`config.mk`:
```
export PLATFORM = sky130hd
export DESIGN_NAME = axi_test_sequencer_flat
export DESIGN_NICKNAME = d
export VERILOG_FILES = /design/src/rtl/axi_seq_pkg.sv /design/src/rtl/axi_seq_if.sv /design/src/rtl/axi_seq_poller.sv /design/src/rtl/axi_test_sequencer.sv /design/src/flat_wrapper.sv
export SDC_FILE = /design/constraint.sdc
export NUM_CORES = 1
export LEC_CHECK = 0
export ABC_AREA = 1
export CORE_MARGIN = 5
export CORE_UTILIZATION = 40
export DETAILED_ROUTE_END_ITERATION = 6
export PLACE_DENSITY_LB_ADDON = 0.2
export SYNTH_ARGS = -nofsm -noshare
export SYNTH_HDL_FRONTEND = slang
export SYNTH_SLANG_ARGS = --single-unit
```
`constraint.sdc`:
```
create_clock -name clk -period 4.9 [get_ports clk]
set_clock_uncertainty 0.15 [all_clocks]
set_input_delay 1.225 -clock clk [delete_from_list [all_inputs] [get_ports clk]]
set_output_delay 1.225 -clock clk [all_outputs]
set_load 0.05 [all_outputs]
```
`src/rtl/axi_seq_pkg.sv`:
```
// axi_seq_pkg: shared states, register map defaults and CTRL/STAT bit positions
package axi_seq_pkg;
  typedef enum logic [3:0] {
    IDLE, WR_IN, WR_GO, POLL_DUT, RD_OUT, EMIT_OUT,
    DFT_GO, POLL_DFT, DFT_RD, EMIT_DFT, EMIT_ERR
  } state_t;
  localparam logic [31:0] A_NOP  = 32'h0;
  localparam logic [31:0] A_IN   = 32'h4;
  localparam logic [31:0] A_CTRL = 32'h8;
  localparam logic [31:0] A_STAT = 32'hC;
  localparam logic [31:0] A_OUT  = 32'h10;
  localparam logic [31:0] A_DFT  = 32'h14;
  localparam int CTRL_DUT_GO   = 0;
  localparam int CTRL_DFT_GO   = 1;
  localparam int STAT_DUT_DONE = 0;
  localparam int STAT_DFT_STB  = 1;
  localparam logic [31:0] GO_DUT = 32'd1 << CTRL_DUT_GO;
  localparam logic [31:0] GO_DFT = 32'd1 << CTRL_DFT_GO;
endpackage

```
`src/rtl/axi_seq_if.sv`:
```
// axi_seq_if: command stream, result stream and AXI register port of the sequencer
interface axi_seq_if;
  logic        cmd_val;
  logic        cmd_rdy;
  logic [31:0] cmd_data;
  logic        res_val;
  logic        res_rdy;
  logic [31:0] res_data;
  logic        res_is_dft;
  logic        res_last;
  logic [31:0] axi_wr_addr;
  logic [31:0] axi_wr_msg;
  logic [31:0] axi_rd_addr;
  logic [31:0] axi_rd_msg;
  modport master (
    input  cmd_val, cmd_data, res_rdy, axi_rd_msg,
    output cmd_rdy, res_val, res_data, res_is_dft, res_last, axi_wr_addr, axi_wr_msg, axi_rd_addr
  );
  modport slave (
    output cmd_val, cmd_data, res_rdy, axi_rd_msg,
    input  cmd_rdy, res_val, res_data, res_is_dft, res_last, axi_wr_addr, axi_wr_msg, axi_rd_addr
  );
endinterface

```
`src/rtl/axi_seq_poller.sv`:
```
// axi_seq_poller: alternating STAT read/sample cycles, bit test and saturating poll-read count
module axi_seq_poller import axi_seq_pkg::*; #(
  parameter int unsigned TIMEOUT = 1024
) (
  input  logic       clk,
  input  logic       reset,
  input  logic       en,
  input  logic       sel,
  input  logic [1:0] stat,
  output logic       req,
  output logic       done,
  output logic       timeout
);
  localparam int CW = $clog2(TIMEOUT + 1);
  logic          ph;
  logic [CW-1:0] cnt;
  logic          hit;
  assign hit     = sel ? stat[STAT_DFT_STB] : stat[STAT_DUT_DONE];
  assign req     = en && !ph;
  assign done    = en && ph && hit;
  assign timeout = en && ph && !hit && cnt == CW'(TIMEOUT - 1);
  // counter clears whenever polling stops, so each wait starts from zero
  always_ff @(posedge clk or negedge reset)
    if (!reset) begin
      ph  <= 1'b0;
      cnt <= '0;
    end else begin
      ph  <= en && !ph;
      cnt <= !en ? '0 : (ph && cnt != CW'(TIMEOUT)) ? cnt + CW'(1) : cnt;
    end
endmodule

```
`src/rtl/axi_test_sequencer.sv`:
```
// axi_test_sequencer: drives one DUT run plus DUMP_NBR scan dumps over the AXI register port
module axi_test_sequencer import axi_seq_pkg::*; #(
  parameter int unsigned DUMP_NBR  = 1,
  parameter int unsigned TIMEOUT   = 1024,
  parameter logic [31:0] ADDR_NOP  = A_NOP,
  parameter logic [31:0] ADDR_IN   = A_IN,
  parameter logic [31:0] ADDR_CTRL = A_CTRL,
  parameter logic [31:0] ADDR_STAT = A_STAT,
  parameter logic [31:0] ADDR_OUT  = A_OUT,
  parameter logic [31:0] ADDR_DFT  = A_DFT
) (
  input  logic     clk,
  input  logic     reset,
  axi_seq_if.master bus,
  output logic     busy,
  output logic     err
);
  state_t      state, nxt;
  logic [31:0] vec;
  logic [15:0] cnt;
  logic        rd_ph, last_dft;
  logic        poll_req, poll_done, poll_to;
  assign last_dft = cnt == 16'(DUMP_NBR - 1);
  axi_seq_poller #(.TIMEOUT(TIMEOUT)) u_poll (
    .clk(clk), .reset(reset),
    .en(state == POLL_DUT || state == POLL_DFT), .sel(state == POLL_DFT),
    .stat(bus.axi_rd_msg[1:0]),
    .req(poll_req), .done(poll_done), .timeout(poll_to)
  );
  assign busy          = state != IDLE;
  assign bus.cmd_rdy   = reset && state == IDLE;
  assign bus.res_val   = state == EMIT_OUT || state == EMIT_DFT || state == EMIT_ERR;
  assign bus.axi_wr_addr = state == WR_IN ? ADDR_IN :
                           (state == WR_GO || state == DFT_GO) ? ADDR_CTRL : ADDR_NOP;
  assign bus.axi_wr_msg  = state == WR_IN ? vec : state == WR_GO ? GO_DUT :
                           state == DFT_GO ? GO_DFT : '0;
  assign bus.axi_rd_addr = poll_req ? ADDR_STAT : (state == RD_OUT && !rd_ph) ? ADDR_OUT :
                           (state == DFT_RD && !rd_ph) ? ADDR_DFT : ADDR_NOP;
  always_comb begin
    nxt = state;
    case (state)
      IDLE:     nxt = bus.cmd_val ? WR_IN : IDLE;
      WR_IN:    nxt = WR_GO;
      WR_GO:    nxt = POLL_DUT;
      POLL_DUT: nxt = poll_done ? RD_OUT : poll_to ? EMIT_ERR : POLL_DUT;
      RD_OUT:   nxt = rd_ph ? EMIT_OUT : RD_OUT;
      EMIT_OUT: nxt = !bus.res_rdy ? EMIT_OUT : DUMP_NBR == 0 ? IDLE : DFT_GO;
      DFT_GO:   nxt = POLL_DFT;
      POLL_DFT: nxt = poll_done ? DFT_RD : poll_to ? EMIT_ERR : POLL_DFT;
      DFT_RD:   nxt = rd_ph ? EMIT_DFT : DFT_RD;
      EMIT_DFT: nxt = !bus.res_rdy ? EMIT_DFT : last_dft ? IDLE : DFT_GO;
      EMIT_ERR: nxt = bus.res_rdy ? IDLE : EMIT_ERR;
      default:  nxt = IDLE;
    endcase
  end
  // result word is captured on entry to an emit state and held through any stall
  always_ff @(posedge clk or negedge reset)
    if (!reset) begin
      state          <= IDLE;
      vec            <= '0;
      cnt            <= '0;
      rd_ph          <= 1'b0;
      err            <= 1'b0;
      bus.res_data   <= '0;
      bus.res_is_dft <= 1'b0;
      bus.res_last   <= 1'b0;
    end else begin
      state <= nxt;
      rd_ph <= (state == RD_OUT || state == DFT_RD) && !rd_ph;
      if (state == IDLE && bus.cmd_val) begin
        vec <= bus.cmd_data;
        err <= 1'b0;
      end
      if (poll_to) err <= 1'b1;
      if (state == EMIT_OUT && bus.res_rdy) cnt <= '0;
      else if (state == EMIT_DFT && bus.res_rdy) cnt <= cnt + 16'd1;
      if (state == RD_OUT && rd_ph) begin
        bus.res_data   <= bus.axi_rd_msg;
        bus.res_is_dft <= 1'b0;
        bus.res_last   <= DUMP_NBR == 0;
      end else if (state == DFT_RD && rd_ph) begin
        bus.res_data   <= bus.axi_rd_msg;
        bus.res_is_dft <= 1'b1;
        bus.res_last   <= last_dft;
      end else if (poll_to) begin
        bus.res_data   <= '0;
        bus.res_is_dft <= state == POLL_DFT;
        bus.res_last   <= 1'b1;
      end
    end
endmodule

```
`src/flat_wrapper.sv`:
```
// flat-port wrapper written by rule: the top's interface ports become plain ports
module axi_test_sequencer_flat import axi_seq_pkg::*;
#(
  parameter int unsigned DUMP_NBR  = 1,
  parameter int unsigned TIMEOUT   = 1024,
  parameter logic [31:0] ADDR_NOP  = A_NOP,
  parameter logic [31:0] ADDR_IN   = A_IN,
  parameter logic [31:0] ADDR_CTRL = A_CTRL,
  parameter logic [31:0] ADDR_STAT = A_STAT,
  parameter logic [31:0] ADDR_OUT  = A_OUT,
  parameter logic [31:0] ADDR_DFT  = A_DFT
)
  (clk, reset, busy, err, bus_cmd_val, bus_cmd_data, bus_res_rdy, bus_axi_rd_msg, bus_cmd_rdy, bus_res_val, bus_res_data, bus_res_is_dft, bus_res_last, bus_axi_wr_addr, bus_axi_wr_msg, bus_axi_rd_addr);
  axi_seq_if bus_i ();
  input  logic clk;
  input  logic reset;
  output logic busy;
  output logic err;
  input wire logic [$bits(bus_i.cmd_val)-1:0] bus_cmd_val;
  input wire logic [$bits(bus_i.cmd_data)-1:0] bus_cmd_data;
  input wire logic [$bits(bus_i.res_rdy)-1:0] bus_res_rdy;
  input wire logic [$bits(bus_i.axi_rd_msg)-1:0] bus_axi_rd_msg;
  output wire logic [$bits(bus_i.cmd_rdy)-1:0] bus_cmd_rdy;
  output wire logic [$bits(bus_i.res_val)-1:0] bus_res_val;
  output wire logic [$bits(bus_i.res_data)-1:0] bus_res_data;
  output wire logic [$bits(bus_i.res_is_dft)-1:0] bus_res_is_dft;
  output wire logic [$bits(bus_i.res_last)-1:0] bus_res_last;
  output wire logic [$bits(bus_i.axi_wr_addr)-1:0] bus_axi_wr_addr;
  output wire logic [$bits(bus_i.axi_wr_msg)-1:0] bus_axi_wr_msg;
  output wire logic [$bits(bus_i.axi_rd_addr)-1:0] bus_axi_rd_addr;
  assign bus_i.cmd_val = bus_cmd_val;
  assign bus_i.cmd_data = bus_cmd_data;
  assign bus_i.res_rdy = bus_res_rdy;
  assign bus_i.axi_rd_msg = bus_axi_rd_msg;
  assign bus_cmd_rdy = bus_i.cmd_rdy;
  assign bus_res_val = bus_i.res_val;
  assign bus_res_data = bus_i.res_data;
  assign bus_res_is_dft = bus_i.res_is_dft;
  assign bus_res_last = bus_i.res_last;
  assign bus_axi_wr_addr = bus_i.axi_wr_addr;
  assign bus_axi_wr_msg = bus_i.axi_wr_msg;
  assign bus_axi_rd_addr = bus_i.axi_rd_addr;
  axi_test_sequencer #(.DUMP_NBR(DUMP_NBR), .TIMEOUT(TIMEOUT), .ADDR_NOP(ADDR_NOP), .ADDR_IN(ADDR_IN), .ADDR_CTRL(ADDR_CTRL), .ADDR_STAT(ADDR_STAT), .ADDR_OUT(ADDR_OUT), .ADDR_DFT(ADDR_DFT)) u_core (.clk(clk), .reset(reset), .bus(bus_i), .busy(busy), .err(err));
endmodule
```
==> results of run 1 <==
[registers in the layout, summed over array words and instances, names as in the netlist]
signal and count:
u_core.bus.res_last 1, u_core.u_poll.cnt 11, u_core.bus.res_is_dft 1, u_core.cnt 16, u_core.bus.res_data 32, u_core.state 4, u_core.rd_ph 1, u_core.u_poll.ph 1
u_core.err 1, u_core.vec 32
[report_power, final]
part,switching [W],leakage [nW],internal (W)
Combinational,0.00149,2.04,0.000627
Sequential,0.000147,1.32,0.00111
Clock,0.000324,0.160,0.000466
[through the flow]
stage	total power [W]	area [sq um]	cells
6_report	0.004167	7161	1038
5_1_grt	0.004404	7161	1038
4_1_cts	0.004211	7161	1038
3_5_place_dp	0.003401	6828	1022
3_3_place_gp	0.003379	6828	1022
2_1_floorplan	0.002737	5746	778
[synth_stat cells]
cell type / number / area share
a21o_1: 1 / 0.0014
nor2_1: 80 / 0.054
inv_1: 76 / 0.052
nand3_1: 55 / 0.050
conb_1: 1 / 0.00068
ha_1: 4 / 0.0091
nor2_4: 3 / 0.0061
dfrtp_1: 100 / 0.45
nand3_2: 10 / 0.018
nand3_4: 1 / 0.0032
a21oi_1: 8 / 0.0072
a22o_1: 2 / 0.0032
and2_1: 1 / 0.0011
o21ai_0: 45 / 0.041
clkbuf_1: 7 / 0.0048
o21bai_1: 3 / 0.0041
inv_2: 3 / 0.0020
nor2_2: 7 / 0.0079
nand2_1: 200 / 0.14
nand2_2: 4 / 0.0045
buf_6: 6 / 0.012
xor2_1: 4 / 0.0063
nand4_1: 22 / 0.025
o22ai_1: 1 / 0.0011
nand2_4: 1 / 0.0020
nor3_1: 7 / 0.0063
buf_2: 8 / 0.0072
buf_4: 60 / 0.081
[area by class of cell]
class,count,share of cell area
multi-input cells,518,0.3299
clock inverters,6,0.01311
repair buffers,145,0.2013
well taps,180,0.03145
clock buffers,10,0.03337
flip-flops and latches,100,0.3495
inverters,79,0.04141
[worst reg2reg max path, cell delays in order, from the launching register on]
cell and delay, ps:
dfrtp_1 400, nor2_1 310, inv_1 100, nor2_2 120, nand2_1 100, nand2_2 510, inv_2 480, nand2_1 200
nand2_1 100, nand2_1 60
[metal layers]
layer	global-route usage	share of wire
met5	0	0
met4	0.03785	0.0068
met3	0.07358	0.092
met2	0.2642	0.47
met1	0.2214	0.44
[worst min-delay path by stage]
stage,to,slack [ps],cells after the start
floorplan,u_core.u_poll.ph$_DFF_PN0_,290,1
global placement,u_core.vec[1]$_DFFE_PN0P_,320,2
detailed placement,u_core.err$_DFFE_PN0P_,330,2
CTS,u_core.vec[0]$_DFFE_PN0P_,350,2
global route,u_core.vec[0]$_DFFE_PN0P_,360,2
finish,u_core.vec[0]$_DFFE_PN0P_,350,2
[kinds of logic after synthesis]
family	count (synthesis)	synth area share
buffers and inverters	160	0.1593
and+or+nand+nor	391	0.3142
other	1	0.0006784
adders and majority gates	4	0.009054
AOI/OAI and AO/OA	60	0.05772
xor gates and xnor gates	4	0.006337
DFF	100	0.4527
==> flow_summary.yaml, run 1 <==
worst_hold_path:
  hold_class: "register to register"
  hold_start: "u_core.vec[0]$_DFFE_PN0P_"
worst_setup_path:
  cp_cell_sequence: "nor2_1, nand2_1, buf_4, inv_1, a22o_1, clkdlybuf4s50_1"
  cp.arrival_ps: 2570
  reg2reg_to: "u_core.bus.res_last$_DFFE_PN0P_"
  crit_start: "u_core.state[3]$_DFF_PN0_"
  cp_num_buf_inv: 3
  slowest_stage: "clkdlybuf4s50_1"
  worstSetupEndpointType: "output port"
  reg2reg_depth: 9
  r2r-start: "u_core.state[0]$_DFF_PN0_"
  required_ps: 3520
  slowest_delay_ps: 830
  reg2reg_setup_slack_ps: 2310
  cp-start-kind: "register"
  path_max_fanout: 31
  cp_num_cells: 6
  endpoint: "bus_axi_wr_msg[1]"
  path_class: "register to output port"
  critPathTopFamily: "buffers and inverters"
job:
  max_cap_viol_count: 0
floorplan:
  start_util: 0.4029
  ioPinCount: 202
  dieArea_sq_um: 16270
  chipWidth_um: 127.6
  rows: 43
  die_h_um: 127.6
  core_sq_um: 13720
place:
  hpwlAfterDp_mm: 10.36
  gp_routability_congestion: 0.8582
  place_ws_ps: 1163
  numPortBuffers: 142
timing:
  period_share: 0.8060
  rsz0062_at_grt: "false"
  report.final.slew_viol_count: 0
  fin_tns_setup_ps: 0
  finalCriticalPeriod_ps: 3950
  setup_ws_ps: 950.4
  tightestPinTransition_ps: 808.3
  relSlewSlack: 0.4604
  setup-violations-final: 0
  timing.fmax_mhz: 253.2
  finalHoldViolCount: 0
  whs_ps: 347.2
layout:
  post-route-util: 0.5219
  syn_to_final_growth_pct: 29.54
  layout.cells.most_common: "nand2_1"
  seq_area_sq_um: 2502
  fillCellCount: 1323
  diodes: 0
  finalNetCount: 925
  layout_common_cells: "nand2_1, clkdlybuf4s50_1, dfrtp_1"
  multi_input_comb_area_sq_um: 2362
  drive_above_1_share: 0.05711
routing:
  dr_total_vias: 4884
  antenna_left: 0
  drc: 0
  via_per_inst: 4.705
  routedWlPerCell_um: 13.56
  wl_mm: 14.07
  first_pass_iters: 4
  initialDrtViolationCount: 383
clock_network:
  path_clk_slew_ps: 70
  cts_tree: "done"
  insertion_delay_ps: 350
  cts_setup_buffers: 0
  clkSinkCount: 100
  clk_path_buf_depth: 2
  cts-htree-levels: 3
  root_buffer: "clkbuf_16"
  cts_buffers: 9
  cts_hold_buf: 0
  cts.repair.resized: 0
power:
  p_leak_nw: 3.519
  vdd_ir_drop_max_uv: 365.8
  powerDensity_nw_per_um2: 581.9
yosys:
  syn_area_sq_um: 5528
  synth_seq_area_share: 0.4527
  ys_warn_count: 0
  synthCells: 720
  syn_area_per_cell_sq_um: 7.678
  synth_seq_cells: 100
  synth.distinct_cells: 28
global_routing:
  grt_pass1_vias: 4730
  grt_pass1_wl_mm: 22.69
  grt_use_total: 0.1703
  grt-ovfl-total: 0
  antenna_found_initial: 0
  grt_max_degree: 63
run_status:
  outcome: "finished clean"
(Power assumes the default switching activity.)
==> run 2: changes to the inputs <==
==> constraint.sdc (replaced) <==
create_clock -name clk -period 3.7 [get_ports clk]
set_clock_uncertainty 0.15 [all_clocks]
set_input_delay 0.925 -clock clk [delete_from_list [all_inputs] [get_ports clk]]
set_output_delay 0.925 -clock clk [all_outputs]
set_load 0.05 [all_outputs]
==> flow_summary.yaml, run 2 (synthesized netlist as in run 1, its figures left out) <==
worst_hold_path:
  hold_depth: 2
  hold_class: "register to register"
  hold_start: "u_core.vec[0]$_DFFE_PN0P_"
  holdPathEnd: "u_core.vec[0]$_DFFE_PN0P_"
worst_setup_path:
  required_ps: 2620
  reg2reg_to: "u_core.bus.res_last$_DFFE_PN0P_"
  path_max_fanout: 5
  worstSetupEndpointType: "output port"
  slowest_stage: "clkdlybuf4s50_1"
  path_class: "register to output port"
  cp-start-kind: "register"
  crit_path_frequent_cell: "inv_1"
  reg2reg_setup_slack_ps: 1070
  slowest_delay_ps: 850
  cp_cell_sequence: "nor2_1, inv_1, nor2_2, inv_1, o22ai_1, clkdlybuf4s50_1"
  cp.arrival_ps: 2330
  reg2reg_depth: 9
  r2r-start: "u_core.state[0]$_DFF_PN0_"
layout:
  fillCellCount: 1328
  drive_above_1_share: 0.09324
  finalNetCount: 926
  syn_to_final_growth_pct: 27.05
  layout_common_cells: "nand2_1, clkdlybuf4s50_1, dfrtp_1"
  layout.cells.most_common: "nand2_1"
  diodes: 0
  top_regs: "u_core.bus.res_data: 32 flops, u_core.vec: 32 flops, u_core.cnt: 16 flops"
power:
  p_int_w: 0.002738
  net-switching-power_w: 0.002570
  vdd_ir_drop_max_uv: 444.7
  powerDensity_nw_per_um2: 755.8
  p_clk_frac: 0.161
  p_leak_nw: 3.551
  p_sw_frac: 0.4841
  finalPower_w: 0.005308
  sequentialPowerShare: 0.316
  power_frac_comb: 0.523
timing:
  relSlewSlack: 0.4770
  timing.fmax_mhz: 293.7
  tightestPinTransition_ps: 783.3
  finalHoldViolCount: 0
  report.final.slew_viol_count: 0
  period_share: 0.9204
  fin_tns_setup_ps: 0
  rsz0062_at_grt: "false"
  setup-violations-final: 0
  finalCriticalPeriod_ps: 3405
  setup_ws_ps: 294.6
routing:
  drc: 0
  antenna_left: 0
  wl_mm: 13.75
  initialDrtViolationCount: 284
  routedWlPerCell_um: 13.25
  dr_total_vias: 4739
  via_per_inst: 4.566
  first_pass_iters: 4
clock_network:
  root_buffer: "clkbuf_16"
  path_clk_slew_ps: 60
  clkSinkCount: 100
  insertion_delay_ps: 350
  cts_tree: "done"
  cts-htree-levels: 3
  cts.repair.resized: 0
  cts_setup_buffers: 0
  cts_buffers: 9
  clk_path_buf_depth: 2
  cts_hold_buf: 0
global_routing:
  grt_use_total: 0.1702
  grt_pass1_vias: 4644
  antenna_found_initial: 0
  grt_pass1_wl_mm: 22.58
  grt-ovfl-total: 0
  grt_max_degree: 63
floorplan:
  ioPinCount: 202
  dieArea_sq_um: 16270
  die_h_um: 127.6
  core_sq_um: 13720
  start_util: 0.4029
  rows: 43
  chipWidth_um: 127.6
place:
  hpwlAfterDp_mm: 10.31
  place_ws_ps: 704.2
  numPortBuffers: 142
  gp_routability_congestion: 0.9362
run_status:
  outcome: "finished clean"
job:
  max_cap_viol_count: 0
run 2: changes by cell type in the layout (fill, tap and decap cells not counted), sizes merged:
cell           previous run  this run
buf                       4        39
clkdlybuf4s50           141       107
bufinv                    2         0
clkbuf                   10        12
clkinv                    1         0
clkinvlp                  1         2
inv                      81        80
run 2: metrics by stage:
step | cell area, sq um | utilization | cells | hold WS, ps
6_report | 7023 | 0.5119 | 1038 | 343.0
5_1_grt | 7023 | 0.5119 | 1038 | 372.5
4_1_cts | 7023 | 0.5119 | 1038 | 343.2
3_5_place_dp | 6763 | 0.4929 | 1023 | 329.7
3_3_place_gp | 6763 | 0.4929 | 1023 | 320.8
2_1_floorplan | 5746 | - | 778 | 289.0
run 2: how the worst max path moves through the flow:
stage                                     to                       from  cells after the start  slack (ps)
final                     bus_axi_rd_addr[2]  u_core.state[0]$_DFF_PN0_                      6         290
after global routing      bus_axi_rd_addr[2]  u_core.state[0]$_DFF_PN0_                      6         170
after CTS                 bus_axi_rd_addr[2]  u_core.state[0]$_DFF_PN0_                      6         300
after global placement    bus_axi_rd_addr[2]  u_core.state[0]$_DFF_PN0_                      6         770
after floorplan                  bus_cmd_rdy  u_core.state[3]$_DFF_PN0_                      3         870
after detailed placement  bus_axi_rd_addr[2]  u_core.state[0]$_DFF_PN0_                      6         700
run 2: per-layer routing:
metal	global-route usage	vias up	wire length [um]
li1	-	2414	-
met1	0.2290	2164	6167
met2	0.2502	146	6271
met3	0.06480	15	1114
met4	0.06183	0	200
met5	0	-	0
run 2: layout make-up:
type                    count  area [sq um]  share of cell area
multi-input cells         518          2362              0.3364
clock buffers              12         236.5             0.03367
inverters                  79         296.5             0.04222
clock inverters             3         23.77            0.003385
flip-flops and latches    100          2502              0.3563
repair buffers            146          1376              0.1960
well taps                 180         225.2             0.03207
run 2: power by group through the flow:
| stage | sequential, W | combinational (W) | clock (W) |
|---|---|---|---|
| after floorplan | 0.00222 | 0.00140 | 0 |
| after global placement | 0.00168 | 0.00278 | 0 |
| after detailed placement | 0.00169 | 0.00280 | 0 |
| after CTS | 0.00168 | 0.00280 | 0.000889 |
| after global routing | 0.00172 | 0.00298 | 0.000936 |
| final | 0.00168 | 0.00278 | 0.000855 |
run 2: worst max-delay path, delay by kind of cell (launching register included):
kind            cells  cell delay [ps]
compound gates      1              120
buf+inv             3             1010
flops               1              410
simple gates        2              440
==> run 3: changes to the inputs <==
--- a/config.mk
+++ b/config.mk
@@ -8,6 +8,7 @@
 export ABC_AREA = 1
 export CORE_MARGIN = 5
 export CORE_UTILIZATION = 40
+export CTS_CLUSTER_DIAMETER = 200
 export DETAILED_ROUTE_END_ITERATION = 6
 export PLACE_DENSITY_LB_ADDON = 0.2
 export SYNTH_ARGS = -nofsm -noshare
==> results of run 3 <==
No change in the layout: final DEF, timing and power equal those of run 2.
